### config.mk
export PLATFORM = sky130hd
export DESIGN_NAME = kd_tree_node_sender
export DESIGN_NICKNAME = d
export VERILOG_FILES = /design/src/rtl/kd_tree_node_sender.sv
export SDC_FILE = /design/constraint.sdc
export NUM_CORES = 1
export LEC_CHECK = 0
export BUFFER_PORTS_ARGS = -buffer_cell sky130_fd_sc_hd__buf_2
export CAP_MARGIN = 20
export CORE_MARGIN = 10
export CORE_UTILIZATION = 53
export DETAILED_ROUTE_END_ITERATION = 8
export GPL_TIMING_DRIVEN = 1
export HOLD_SLACK_MARGIN = 0.02
export PLACE_DENSITY = 0.78
export SETUP_SLACK_MARGIN = 0.1
export SYNTH_ARGS = -nofsm -noshare
export SYNTH_HDL_FRONTEND = slang
export SYNTH_SLANG_ARGS = --single-unit
### constraint.sdc
create_clock -name clk -period 3.3 [get_ports clk]
set_input_delay 0.66 -clock clk [delete_from_list [all_inputs] [get_ports clk]]
set_output_delay 0.66 -clock clk [all_outputs]
set_load 0.005 [all_outputs]
### src/rtl/kd_tree_node_sender.sv
// kd_tree_node_sender
//   Streams NUM_NODES internal-node records from a node memory (1-cycle read
//   latency) to the KD-tree's internal-node write port. A 2-entry prefetch
//   FIFO decouples memory reads from the tree's sender_ready backpressure.
//
// Ports
//   clk, rst       clock; synchronous active-high reset
//   start          1-cycle request to begin a tree load (ignored unless idle)
//   busy           high while loading/draining
//   done           1-cycle pulse after the last word is accepted
//   mem_ren        node-memory read enable
//   mem_addr       node-memory read address
//   mem_rdata      node-memory read data, valid the cycle after mem_ren
//   sender_enable  word valid toward the tree (FIFO not empty)
//   sender_data    node record toward the tree (FIFO head, registered)
//   sender_ready   tree accepts the presented word this cycle
module kd_tree_node_sender #(
  parameter int INTERNAL_WIDTH = 22,
  parameter int NUM_NODES      = 127,
  parameter int ADDRESS_WIDTH  = 7
) (
  input  logic                      clk,
  input  logic                      rst,
  input  logic                      start,
  output logic                      busy,
  output logic                      done,
  output logic                      mem_ren,
  output logic [ADDRESS_WIDTH-1:0]  mem_addr,
  input  logic [INTERNAL_WIDTH-1:0] mem_rdata,
  output logic                      sender_enable,
  output logic [INTERNAL_WIDTH-1:0] sender_data,
  input  logic                      sender_ready
);

  localparam int CNT_W = $clog2(NUM_NODES + 1);
  localparam logic [CNT_W-1:0] LAST_IDX = CNT_W'(NUM_NODES - 1);
  localparam logic [CNT_W-1:0] NUM_CNT  = CNT_W'(NUM_NODES);

  typedef enum logic [1:0] {
    S_IDLE  = 2'd0,
    S_LOAD  = 2'd1,
    S_DRAIN = 2'd2,
    S_DONE  = 2'd3
  } state_t;

  state_t                    state, state_nxt;
  logic [CNT_W-1:0]          issue_cnt;
  logic [CNT_W-1:0]          sent_cnt;
  logic [1:0]                fifo_cnt;
  logic [INTERNAL_WIDTH-1:0] fifo_d0;
  logic [INTERNAL_WIDTH-1:0] fifo_d1;
  logic                      vld_p1;
  logic                      pop;
  logic                      push;
  logic [2:0]                occ_after;

  assign sender_enable = (fifo_cnt != 2'd0);
  assign sender_data   = fifo_d0;
  assign mem_addr      = ADDRESS_WIDTH'(issue_cnt);

  assign pop  = sender_enable & sender_ready;
  assign push = vld_p1;

  // Occupancy the FIFO will have once the in-flight read lands and this
  // cycle's pop (if any) retires; a new read is only issued if it still fits.
  // pop implies fifo_cnt >= 1, so this never underflows.
  assign occ_after = {1'b0, fifo_cnt} + {2'b00, vld_p1} - {2'b00, pop};

  always_comb begin
    state_nxt = state;
    mem_ren   = 1'b0;
    busy      = 1'b0;
    done      = 1'b0;
    case (state)
      S_IDLE: begin
        if (start) state_nxt = S_LOAD;
      end
      S_LOAD: begin
        busy = 1'b1;
        if ((issue_cnt < NUM_CNT) && (occ_after < 3'd2)) mem_ren = 1'b1;
        if (mem_ren && (issue_cnt == LAST_IDX)) state_nxt = S_DRAIN;
      end
      S_DRAIN: begin
        busy = 1'b1;
        if (pop && (sent_cnt == LAST_IDX)) state_nxt = S_DONE;
      end
      S_DONE: begin
        done      = 1'b1;
        state_nxt = S_IDLE;
      end
      default: state_nxt = S_IDLE;
    endcase
  end

  // Stage p0 -> p1: read issue, in-flight flag, counters and FIFO head
  always_ff @(posedge clk) begin
    if (rst) begin
      state     <= S_IDLE;
      issue_cnt <= '0;
      sent_cnt  <= '0;
      vld_p1    <= 1'b0;
      fifo_cnt  <= 2'd0;
      fifo_d0   <= '0;
    end else begin
      state  <= state_nxt;
      vld_p1 <= mem_ren;
      if ((state == S_IDLE) && start) begin
        issue_cnt <= '0;
        sent_cnt  <= '0;
      end else begin
        if (mem_ren) issue_cnt <= issue_cnt + 1'b1;
        if (pop)     sent_cnt  <= sent_cnt + 1'b1;
      end
      fifo_cnt <= fifo_cnt + {1'b0, push} - {1'b0, pop};
      case ({push, pop})
        2'b10: if (fifo_cnt == 2'd0) fifo_d0 <= mem_rdata;
        2'b01: fifo_d0 <= fifo_d1;
        2'b11: fifo_d0 <= (fifo_cnt == 2'd1) ? mem_rdata : fifo_d1;
        default: ;
      endcase
    end
  end

  // Second FIFO slot: data only, validity tracked by fifo_cnt
  always_ff @(posedge clk) begin
    if (push && ((!pop && (fifo_cnt != 2'd0)) || (pop && (fifo_cnt == 2'd2))))
      fifo_d1 <= mem_rdata;
  end

endmodule

Yosys cells after proc, flatten, opt, wreduce, memory -nomap -nowiden:

Index checks and enable logic that the tools add are counted.
Widths: inputs -> output; s select.

* shift-type cells: 0
* equality and inequality tests: 14
* add/sub/neg operators: 6
* magnitude comparators: 2
* divide/modulo/power cells: 0
* bitwise gates (word level): 1
* $mul: 0
* reduce and logical (&&, ||, !) cells: 17
* muxes and demuxes: 12

Operators with widths (number)
* $pmux 22 s3: 1
* $mux 22: 2
* $add 7x1->7 const B: 2
* $eq 7x7->1 const B: 2
* $eq 2x2->1 const B: 5
* $ne 2x2->1 const B: 4
* $pmux 2 s4: 1
* $logic_and 1x1->1: 7
* $lt 7x7->1 const B: 1
* $eq 2x1->1 const B: 3
* $mux 2: 3
* $mux 1: 5
* $logic_not 2->1: 2
* $reduce_or 2->1: 2
* $add 2x1->3: 1
* $lt 3x2->1 const B: 1
* $reduce_and 3->1: 1
* $reduce_bool 3->1: 1
* $sub 3x1->3: 1
* $add 2x1->2: 1
* $reduce_and 2->1: 1
* $reduce_bool 2->1: 1
* $sub 2x1->2: 1
* $and 1x1->1: 1
* other kinds (2): 2

* memories: 0
* bits in latches: 0
* logic and storage cells: 59
* output and inout port bits: 33
* memory bits (read-only): 0
* RAM bits: 0
* register bits after elaboration: 63

Logic depth before layout (Yosys ltp):

* depth after elaboration: 10
* mapped depth: 12
* depth with buffers taken out: 11

Worst setup path after synthesis:

OpenSTA, ideal clock, no wires.

* kind: reg2out
* start: reg fifo_cnt[1]
* end: out mem_ren
* path buffers: 1
* setup slack: 0.259 ns
* arrival time: 2.381 ns
* required time: 2.640 ns
* stages on the path, launching flop included: 11
* path through: dfxtp_1 or2_2 and2_0 buf_2 nand2_1 nand2_1 ha_1 fa_1 xnor2_1 nor3b_2 o21a_2

* longest elaborated chain between the ends: 8
* elaborated cells on any way between the ends: 9

Ends and longest elaborated chain
* start: declaration: RTL line 49 `logic [1:0] fifo_cnt;`
* start signal: assignment: RTL line 114 `fifo_cnt <= fifo_cnt + {1'b0, push} - {1'b0, pop};`
* $reduce_bool 2->1: RTL line 57 `assign sender_enable = (fifo_cnt != 2'd0);`
* net sender_enable: RTL line 30 `output logic sender_enable,`
* $and 1x1->1: RTL line 61 `assign pop = sender_enable & sender_ready;`
* $sub 3x1->3: RTL line 67 `assign occ_after = {1'b0, fifo_cnt} + {2'b00, vld_p1} - {2'b00, pop};`
* $lt 3x2->1: RTL line 80 `if ((issue_cnt < NUM_CNT) && (occ_after < 3'd2)) mem_ren = 1'b1;`
* $logic_and 1x1->1: RTL line 80
* $mux 1: RTL line 80
* $mux 1 (2 in series): RTL line 74 `case (state)`
* end: declaration: RTL line 27 `output logic mem_ren,`

The timed path passes the listed nets, and every way through them passes these cells. The select of a mux whose other input is x is not followed.

Worst setup path after layout:

* start: reg fifo_cnt[1]
* end: out mem_ren

* longest elaborated chain between the ends: 8
* elaborated cells on any way between the ends: 9

Ends and longest elaborated chain (RTL line)
* branches (longest 2 deep; another with $add 2x1->3)
* $sub 3x1->3 (*): 67
* $lt 3x2->1 (*): 80
* $logic_and 1x1->1 (*): 80
* $mux 1 (*): 80
* $mux 1 (*) (2 in series): 74

Mark *: on every way between the ends. The select of a mux whose other input is x is not followed.

==> flow_summary.yaml <==
floorplanning:
  core_area_um2: 4786
  die_w_um: 90.86
  row_count: 25
  io_pins: 59
  die_y_um: 90.86
  dieArea_um2: 8256
  start_util_pct: 55.61
worst_setup_path:
  cp_max_fo: 4
  crit_path_end_kind: "output pin"
  ff2ff_path_depth: 9
  r2r-end: "state[0]"
  worst-path-buf-inv: 1
  start_kind: "flip-flop"
  cp_cell_sequence: "or2_4 -> and2_4 -> nand2_2 -> nand2_2 -> ha_4 -> fa_2 -> xnor2_2 -> nor3b_2 -> o21a_2 -> buf_6"
  required_ns: 2.64
  r2r_start: "fifo_cnt[1]"
  arrival_ns: 2.43
  critPathMaxStageDelay_ns: 0.38
  crit_type: "reg -> out"
  r2r_slack_ns: 0.82
  crit_family: "simple AND/OR/NAND/NOR gates"
  critPathMostFrequentCell: "nand2_2"
  cp_slowest_cell: "fa_2"
timing:
  fin_crit_ns: 3.090
  hold_violations: 0
  post-route-period-util_pct: 93.63
  fin_tns_setup_ns: 0
  drv_slew: 0
  fmax_mhz: 323.7
  grt_setup_unrepaired: "false"
  worstMarginPinSlew_ns: 1.000
  finalWorstSetupSlack_ns: 0.2103
  skew_ns: 0.005008
  setup_viol: 0
  slew_headroom_pct: 33.08
yosys:
  synth_top_cell_by_area: "dfxtp_1"
  syn_avg_cell_area_um2: 11.18
  synth.most_common_cell: "dfxtp_1"
  synth_enable_flop_cells: 22
  async_flop_share_pct: 0
  yosysSeqAreaShare_pct: 55.67
  yosys-top-cells-area: "dfxtp_1, edfxtp_1, mux2i_1, a211oi_1, nor2_1"
  yosys.area.top_type_share_pct: 30.84
  yosys_warnings: 0
  syn_inst: 238
  ys_types: 36
  synth-seq-cells: 63
  syn_area_um2: 2661
  synthTopCellsByCount: "dfxtp_1, nor2_1, a211oi_1"
  synth_nets: 275
  ys.flop_type: "dfxtp_1"
layout:
  nNetsFinal: 342
  final_layout_size_suffix_gt1_share_pct: 30.65
  final_cells: 377
  antenna_cells: 0
  syn_to_final_growth_pct: 25.43
cts:
  cts_max_path_buffers: 2
  root_buffer: "clkbuf_8"
  cts_hold_buf: 0
  clock_latency_ns: 0.33
  cts_buffers: 9
  cts_num_sinks: 63
  path_clk_slew_ns: 0.06
  h-tree-depth: 3
  cts_tree: "built"
grt:
  grt_max_degree: 45
  antenna_found_initial: 0
  grt_use_total_pct: 14.32
  grt_pass1_vias: 1981
  grt.overflow.total: 0
  grt_pass1_wl_um: 9611
power:
  power_frac_seq_pct: 37.9
  comb_power_share_pct: 34.4
  power.internal_mw: 1.916
  switching_share_pct: 31.57
  pwr-share-clk_pct: 27.8
  p_leak_nw: 1.495
  ir_drop_mv: 0.5051
  power.density_nw_per_um2: 838.7
  switchingPower_uw: 883.8
routing:
  first_pass_iters: 4
  initialDrtViolationCount: 78
  vias: 1950
  wl_per_cell_um: 15.29
  routed_wl_um: 5764
  drcViolationCount: 0
  vias_per_cell: 5.172
  ant_nets: 0
status:
  status: "finished clean"
worst_hold_path:
  min_from: "sent_cnt[0]"
  hold_end: "sent_cnt[0]"
  holdPathStages: 2
  hold_class: "reg -> reg"
place:
  hpwl_um: 3891
  dp_slack_ns: 0.2479
  dp_cells: 357
  port_buffers: 58
  globalplace.congestion: 0.7692
flow_run:
  maxCapViolCount: 0
## metal layers
metal / up-vias / global-route usage [%] / share of wire [%] / wire length [um]
li1: 999 / - / - / -
met1: 903 / 15.79 / 42 / 2402
met2: 42 / 23.74 / 50 / 2906
met3: 6 / 6.650 / 6.4 / 367
met4: 0 / 4.961 / 1.5 / 87
met5: - / 0 / 0 / 0
## power groups by stage
stage          clock network, mW  logic (mW)  registers (mW)
3_3_place_gp                   0       0.859            1.06
3_5_place_dp                   0       0.887            1.07
2_1_floorplan                  0       0.576            1.07
6_report                   0.777       0.962            1.06
4_1_cts                    0.792       0.921            1.06
5_1_grt                    0.823        1.09            1.08
## what timing repair did
action,in CTS,in global routing
resized for setup,6,9
pin swaps,3,4
setup endpoints to repair,1,1
setup buffers,1,3
cloned,0,0
## final cells by class
| cell class | count | area (um2) |
|---|---|---|
| fill | 375 | 1448 |
| inverter | 7 | 26.28 |
| timing repair buffer | 67 | 364.1 |
| multi-input combinational | 157 | 1145 |
| tap | 67 | 83.83 |
| clock buffer | 12 | 135.1 |
| sequential | 63 | 1489 |
| clock inverter | 4 | 95.09 |
## how the worst max path moves through the flow
| stage | startpoint | end | slack [ns] | depth (start not counted) |
|---|---|---|---|---|
| 4_1_cts | fifo_cnt[1] | mem_ren | 0.12 | 10 |
| 5_1_grt | fifo_cnt[1] | mem_ren | 0.08 | 10 |
| 6_report | fifo_cnt[1] | mem_ren | 0.21 | 10 |
| 2_1_floorplan | fifo_cnt[1] | mem_ren | 0.26 | 10 |
| 3_3_place_gp | sender_ready | mem_ren | 0.29 | 10 |
| 3_5_place_dp | sender_ready | mem_ren | 0.25 | 10 |
## stage by stage
| step | hold slack, ns | util [%] | instance area (um2) | total power, mW |
|---|---|---|---|---|
| floorplan | 0.4584 | - | 2661 | 1.646 |
| global placement | 0.4692 | 63.35 | 3032 | 1.922 |
| detailed placement | 0.4866 | 63.35 | 3032 | 1.957 |
| CTS | 0.4954 | 68.68 | 3287 | 2.774 |
| global route | 0.4986 | 69.75 | 3338 | 2.994 |
| finish | 0.4921 | 69.75 | 3338 | 2.800 |
## flip-flops by register name, summed over array words and instances, names as in the netlist
register	count
fifo_d1	22
sender_data	22
mem_addr	7
sent_cnt	7
fifo_cnt	2
state	2
push	1
## logic make-up after synthesis
logic type               Yosys count  share of synthesized area (%)
AO/OA/AOI/OAI                     43                          11.80
XOR/XNOR                          10                          3.291
adder cells (fa/ha/maj)           11                          5.454
buffers and inverters             18                          2.821
flip-flops                        63                          55.67
multiplexers                      22                          8.275
AND/OR/NAND/NOR                   71                          12.69
## cell usage in the layout, fill, tap and decap left out, types with 5 or more instances in the layout
cell,count
dfxtp_1,39
clkbuf_8,9
buf_4,9
xor2_1,5
buf_2,57
inv_1,7
nand2_1,9
ha_1,9
nor2_1,38
edfxtp_1,22
nor2b_1,5
a211oi_1,24
mux2i_1,22
## worst min-delay path, stage by stage (launching register included)
cell,delay (ns)
dfxtp_1,0.33
nand2_1,0.06
a21oi_1,0.05
(Power assumes the default switching activity.)
